`src/rtl/inst_fetch.sv`:
```
// Instruction fetch stage: owns the fetch PC, keeps one read outstanding to
// instruction memory and buffers returned words with their PCs for decode.
module inst_fetch #(
    parameter logic [63:0] BASE  = 64'h0000_0000_8000_0000,
    parameter int unsigned DELTA = 4,
    parameter int unsigned DEPTH = 2
) (
    input  logic        clk,
    input  logic        rst,
    output logic        imem_req_valid,
    input  logic        imem_req_ready,
    output logic [63:0] imem_req_addr,
    input  logic        imem_resp_valid,
    input  logic [31:0] imem_resp_data,
    input  logic        redirect_valid,
    input  logic [63:0] redirect_pc,
    output logic        inst_valid,
    input  logic        inst_ready,
    output logic [31:0] inst,
    output logic [63:0] inst_pc
);

    localparam int unsigned   PW   = $clog2(DEPTH);
    localparam int unsigned   CW   = PW + 1;
    localparam logic [CW-1:0] FULL = CW'(DEPTH);

    localparam logic [1:0] ST_REQ  = 2'b00;
    localparam logic [1:0] ST_WAIT = 2'b01;
    localparam logic [1:0] ST_DROP = 2'b10;

    logic [1:0]    r_state;
    logic [1:0]    w_state_nx;
    logic [63:0]   r_fetch_pc;
    logic [63:0]   r_fifo_pc   [DEPTH];
    logic [31:0]   r_fifo_inst [DEPTH];
    logic [PW-1:0] r_head;
    logic [PW-1:0] r_tail;
    logic [CW-1:0] r_count;

    logic          w_space;
    logic          w_req_fire;
    logic          w_push;
    logic          w_pop;
    logic          w_unused;

    // Only word-aligned fetch addresses exist, so the low redirect bits are dropped.
    assign w_unused = ^redirect_pc[1:0];

    assign w_space        = (r_count < FULL);
    assign imem_req_valid = ~rst & ~redirect_valid & (r_state == ST_REQ) & w_space;
    assign imem_req_addr  = r_fetch_pc;
    assign w_req_fire     = imem_req_valid & imem_req_ready;

    // A response is only kept when it answers a live request and no redirect is flushing it.
    assign w_push     = (r_state == ST_WAIT) & imem_resp_valid & ~redirect_valid;

    assign inst_valid = ~redirect_valid & (r_count != {CW{1'b0}});
    assign w_pop      = inst_valid & inst_ready;
    assign inst       = inst_valid ? r_fifo_inst[r_head] : 32'h0000_0000;
    assign inst_pc    = inst_valid ? r_fifo_pc[r_head]   : 64'h0000_0000_0000_0000;

    // Next fetch state: request, wait for the owed response, or drain a stale one.
    always_comb begin
        w_state_nx = r_state;
        case (r_state)
            ST_REQ: begin
                if (w_req_fire) begin
                    w_state_nx = ST_WAIT;
                end else begin
                    w_state_nx = ST_REQ;
                end
            end
            ST_WAIT: begin
                if (imem_resp_valid) begin
                    w_state_nx = ST_REQ;
                end else if (redirect_valid) begin
                    w_state_nx = ST_DROP;
                end else begin
                    w_state_nx = ST_WAIT;
                end
            end
            ST_DROP: begin
                if (imem_resp_valid) begin
                    w_state_nx = ST_REQ;
                end else begin
                    w_state_nx = ST_DROP;
                end
            end
            default: begin
                w_state_nx = ST_REQ;
            end
        endcase
    end

    // State register.
    always_ff @(posedge clk) begin
        if (rst) begin
            r_state <= ST_REQ;
        end else begin
            r_state <= w_state_nx;
        end
    end

    // Fetch PC: redirect wins over the sequential advance on a kept response.
    always_ff @(posedge clk) begin
        if (rst) begin
            r_fetch_pc <= BASE;
        end else if (redirect_valid) begin
            r_fetch_pc <= {redirect_pc[63:2], 2'b00};
        end else if (w_push) begin
            r_fetch_pc <= r_fetch_pc + 64'(DELTA);
        end else begin
            r_fetch_pc <= r_fetch_pc;
        end
    end

    // Buffer pointers and occupancy; a redirect empties the buffer.
    always_ff @(posedge clk) begin
        if (rst || redirect_valid) begin
            r_head  <= {PW{1'b0}};
            r_tail  <= {PW{1'b0}};
            r_count <= {CW{1'b0}};
        end else begin
            if (w_push) begin
                r_tail <= r_tail + PW'(1'b1);
            end
            if (w_pop) begin
                r_head <= r_head + PW'(1'b1);
            end
            case ({w_push, w_pop})
                2'b10:   r_count <= r_count + CW'(1'b1);
                2'b01:   r_count <= r_count - CW'(1'b1);
                default: r_count <= r_count;
            endcase
        end
    end

    // Buffer storage; contents are masked by occupancy, so no reset is needed.
    always_ff @(posedge clk) begin
        if (w_push) begin
            r_fifo_pc[r_tail]   <= r_fetch_pc;
            r_fifo_inst[r_tail] <= imem_resp_data;
        end
    end

endmodule

```
`config.mk`:
```
export PLATFORM = sky130hd
export DESIGN_NAME = inst_fetch
export DESIGN_NICKNAME = d
export VERILOG_FILES = /design/src/rtl/inst_fetch.sv
export SDC_FILE = /design/constraint.sdc
export NUM_CORES = 1
export LEC_CHECK = 0
export CORE_ASPECT_RATIO = 0.5
export CORE_MARGIN = 4
export CORE_UTILIZATION = 50
export CTS_BUF_LIST = sky130_fd_sc_hd__clkbuf_4 sky130_fd_sc_hd__clkbuf_8 sky130_fd_sc_hd__clkbuf_16
export DETAILED_ROUTE_END_ITERATION = 7
export HOLD_SLACK_MARGIN = 0.05
export PLACE_DENSITY = 0.9
export SLEW_MARGIN = 5
export SYNTH_ARGS = -nofsm -noshare
export SYNTH_HDL_FRONTEND = slang
export SYNTH_SLANG_ARGS = --single-unit
export TNS_END_PERCENT = 10
```
`constraint.sdc`:
```
create_clock -name clk -period 8.3 [get_ports clk]
set_input_delay 1.66 -clock clk [delete_from_list [all_inputs] [get_ports clk]]
set_output_delay 1.66 -clock clk [all_outputs]
set_load 0.005 [all_outputs]
```
==> flow_summary_export.csv <==
group,metric,value,unit
layout,nFillCells,1537,
floorplan,design.core.area,0.02182,mm2
timing,finalWorstSetupSlack,2134,ps
worst_setup_path,crit_top_cell,"buf_4",
power_and_ir_drop,pwr_density_cell,181.5,mW/mm2
clocking,cts_buffers,23,
worst_setup_path,endpoint_kind,"output port",
synthesis,yosys_register_bits,257,
drt,drc,0,
clocking,clkSlewWorstSetupHoldPaths,70,ps
layout,fin_nets,1261,
layout,area_growth,31.27,%
clocking,holdBufCountCts,0,
timing,worst_pin_slew,978.9,ps
layout,fin_util,0.6732,
synthesis,syn_inst,919,
place,dp_slack,2230,ps
clocking,root_buffer,"clkbuf_16",
synthesis,avgSynthCellArea,12.18,um2
global_route,grt-ovfl-total,0,
floorplan,start_util,0.5128,
global_route,grtUsageTotal,0.2409,
floorplan,num_rows,38,
synthesis,seq_area_frac_synth,0.6278,
layout,instances_no_fill,1475,
timing,period_needed,6166,ps
place,numPortBuffers,257,
place,place_inst,1432,
layout,drive_gt1_frac,0.05456,
place,gp_congestion,0.8639,
timing,rsz0062_at_grt,"no",
timing,report.final.slew_viol_count,0,
synthesis,syn_area,0.01119,mm2
drt,vias_per_cell,5.774,
clocking,clock_tree.htree_level_count,1,
global_route,antenna_found_initial,2,
clocking,ctsResizeCount,0,
worst_setup_path,cp.arrival,4510,ps
timing,fin_tns_setup,0,ps
worst_setup_path,crit_required,6640,ps
drt,dr_total_vias,8517,
power_and_ir_drop,irDropWorstVdd,0.1323,mV
global_route,grt_max_degree,91,
worst_setup_path,slowest_delay,740,ps
floorplan,die_h,113.8,um
power_and_ir_drop,p_leak,4.669,nW
run_status,status,"finished clean",
timing,finalSetupViolations,0,
worst_setup_path,crit_type,"in -> out",
floorplan,die_w,219.6,um
timing,fmaxAchievable,162.2,MHz
min_path,min-delay-path-class,"reg -> reg",
drt,dr.first_iter.drc_count,933,
clocking,clock_path_buffers,3,
worst_setup_path,crit_path_start_kind,"input pin",
clocking,insertion_delay,530,ps
global_route,grt_first_pass_wirelength,47.52,mm
synthesis,synth_ff_type,"edfxtp_1",
synthesis,yosysUniqueCellTypes,62,
timing,final_hold_viol_count,0,
clocking,cts_tree,"yes",
global_route,grt_pass1_vias,8537,
clocking,clock-sinks,257,
worst_setup_path,cp_cell_sequence,"buf_2, buf_4, inv_2, buf_4, nand2_1, nor4_1, clkdlybuf4s50_1",
flow_run,drv_cap,0,
drt,wl_per_cell,21.01,um
place,hpwl,21.30,mm
synthesis,yosysWarnings,0,
timing,max_slew_margin,0.3425,
worst_setup_path,reg2reg_depth,6,
floorplan,num_io_pins,264,
timing,period_share,0.7429,
drt,firstDrtPassIters,5,
timing,final.setup_skew,21.35,ps
worst_setup_path,slowest_stage,"buf_4",
drt,routed_wl,30.98,mm
floorplan,die_area,0.02499,mm2
synthesis,synth_edf_count,188,
clocking,cts_setup_buffers,0,
drt,ant_nets,0,
min_path,hold_depth,0,
synthesis,synthArstFlopShare,0,
worst_setup_path,path_max_fanout,90,
layout,final_cell_mix,"255 x clkdlybuf4s50_1, 188 x edfxtp_1, 163 x nor2_1, 99 x mux2i_1, 68 x dfxtp_1",
layout,layout_commonest_cell,"clkdlybuf4s50_1",
-- flip-flops by register name, indices dropped and copies added, names as in the netlist, named ones only --
name,cells
imem_req_addr,62
r_tail,1
r_fifo_inst,64
r_head,1
r_state,2
r_fifo_pc,124
r_count,2
-- cell families after synthesis --
family	count (synthesis)	share of synthesized area
simple gates	366	0.1650
flops	257	0.6278
mux	99	0.08854
compound gates	94	0.06227
buf+inv	69	0.02951
xor+xnor	31	0.02426
fa+ha+maj	2	0.002236
other cells	1	0.0003351
-- cells in the mapped netlist, types with 2 or more instances --
master	instances	area [um2]
a2111oi_0	6	52.55
a211oi_1	25	187.7
a21oi_1	10	50.05
a22oi_1	4	30.03
a311oi_1	14	122.6
and2_1	8	50.05
and2_4	2	17.52
and3_1	14	87.58
and4_1	5	43.79
buf_1	14	52.55
buf_4	4	30.03
clkbuf_1	30	112.6
clkbuf_8	4	55.05
dfxtp_1	69	1381
edfxtp_1	188	5645
ha_1	2	25.02
inv_1	12	45.04
mux2i_1	99	991.0
nand2_1	36	135.1
nand2b_1	3	18.77
nand3_1	31	155.2
nand3b_1	2	15.01
nand4_1	31	193.9
nor2_1	164	615.6
nor2b_1	6	37.54
nor3_1	6	30.03
nor3b_1	4	30.03
nor4_1	14	87.58
nor4_2	2	25.02
nor4b_1	2	17.52
o2111a_1	4	45.04
o21ai_0	14	70.07
o311a_1	2	20.02
o31ai_1	9	67.56
or3_1	9	56.30
or4_1	14	105.1
or4b_1	2	20.02
xnor2_1	11	96.34
xor2_1	20	175.2
-- through the flow --
stage / power (mW) / hold slack [ps] / area [um2]
6_report: 2.667 / 511.5 / 14690
5_1_grt: 2.758 / 529.0 / 14690
4_1_cts: 2.674 / 512.1 / 14690
3_5_place_dp: 1.645 / 494.7 / 13960
3_3_place_gp: 1.635 / 477.6 / 13960
2_1_floorplan: 1.525 / 472.1 / 11200
-- critical path: cells and delay by family --
family | cells | cell delay (ps)
buf+inv | 5 | 1900
simple gates | 2 | 880
-- report_power, final --
part           switching (mW)  total [mW]  internal (mW)
sequential             0.0460        1.45           1.40
clock                   0.464        1.05          0.584
combinational          0.0695       0.171          0.101
total                   0.579        2.67           2.09
-- final cells by class --
cell class / instances / area, um2 / area share
Timing Repair Buffer: 266 / 2630 / 0.1790
Antenna cell: 2 / 5.005 / 0.0003407
Sequential cell: 257 / 7030 / 0.4785
Clock buffer: 33 / 656.9 / 0.04471
Multi-Input combinational cell: 596 / 3879 / 0.2640
Tap cell: 300 / 375.4 / 0.02555
Inverter: 13 / 48.80 / 0.003321
Clock inverter: 8 / 66.31 / 0.004514
-- final timing paths --
path                     startpoint           endpoint  slack [ps]
hold reg to reg   imem_req_addr[63]   r_fifo_pc[0][63]         510
setup reg to reg   imem_req_addr[3]  imem_req_addr[62]        5040
hold / removal    imem_req_addr[63]   r_fifo_pc[0][63]         510
setup / recovery     redirect_valid     imem_req_valid        2130
-- routing by layer --
metal	GRT usage	share of wire
met1	0.3053	0.40
met3	0.04418	0.059
met5	0	0
met2	0.4169	0.50
met4	0.09197	0.036
Power figures use the tool's default switching activity.
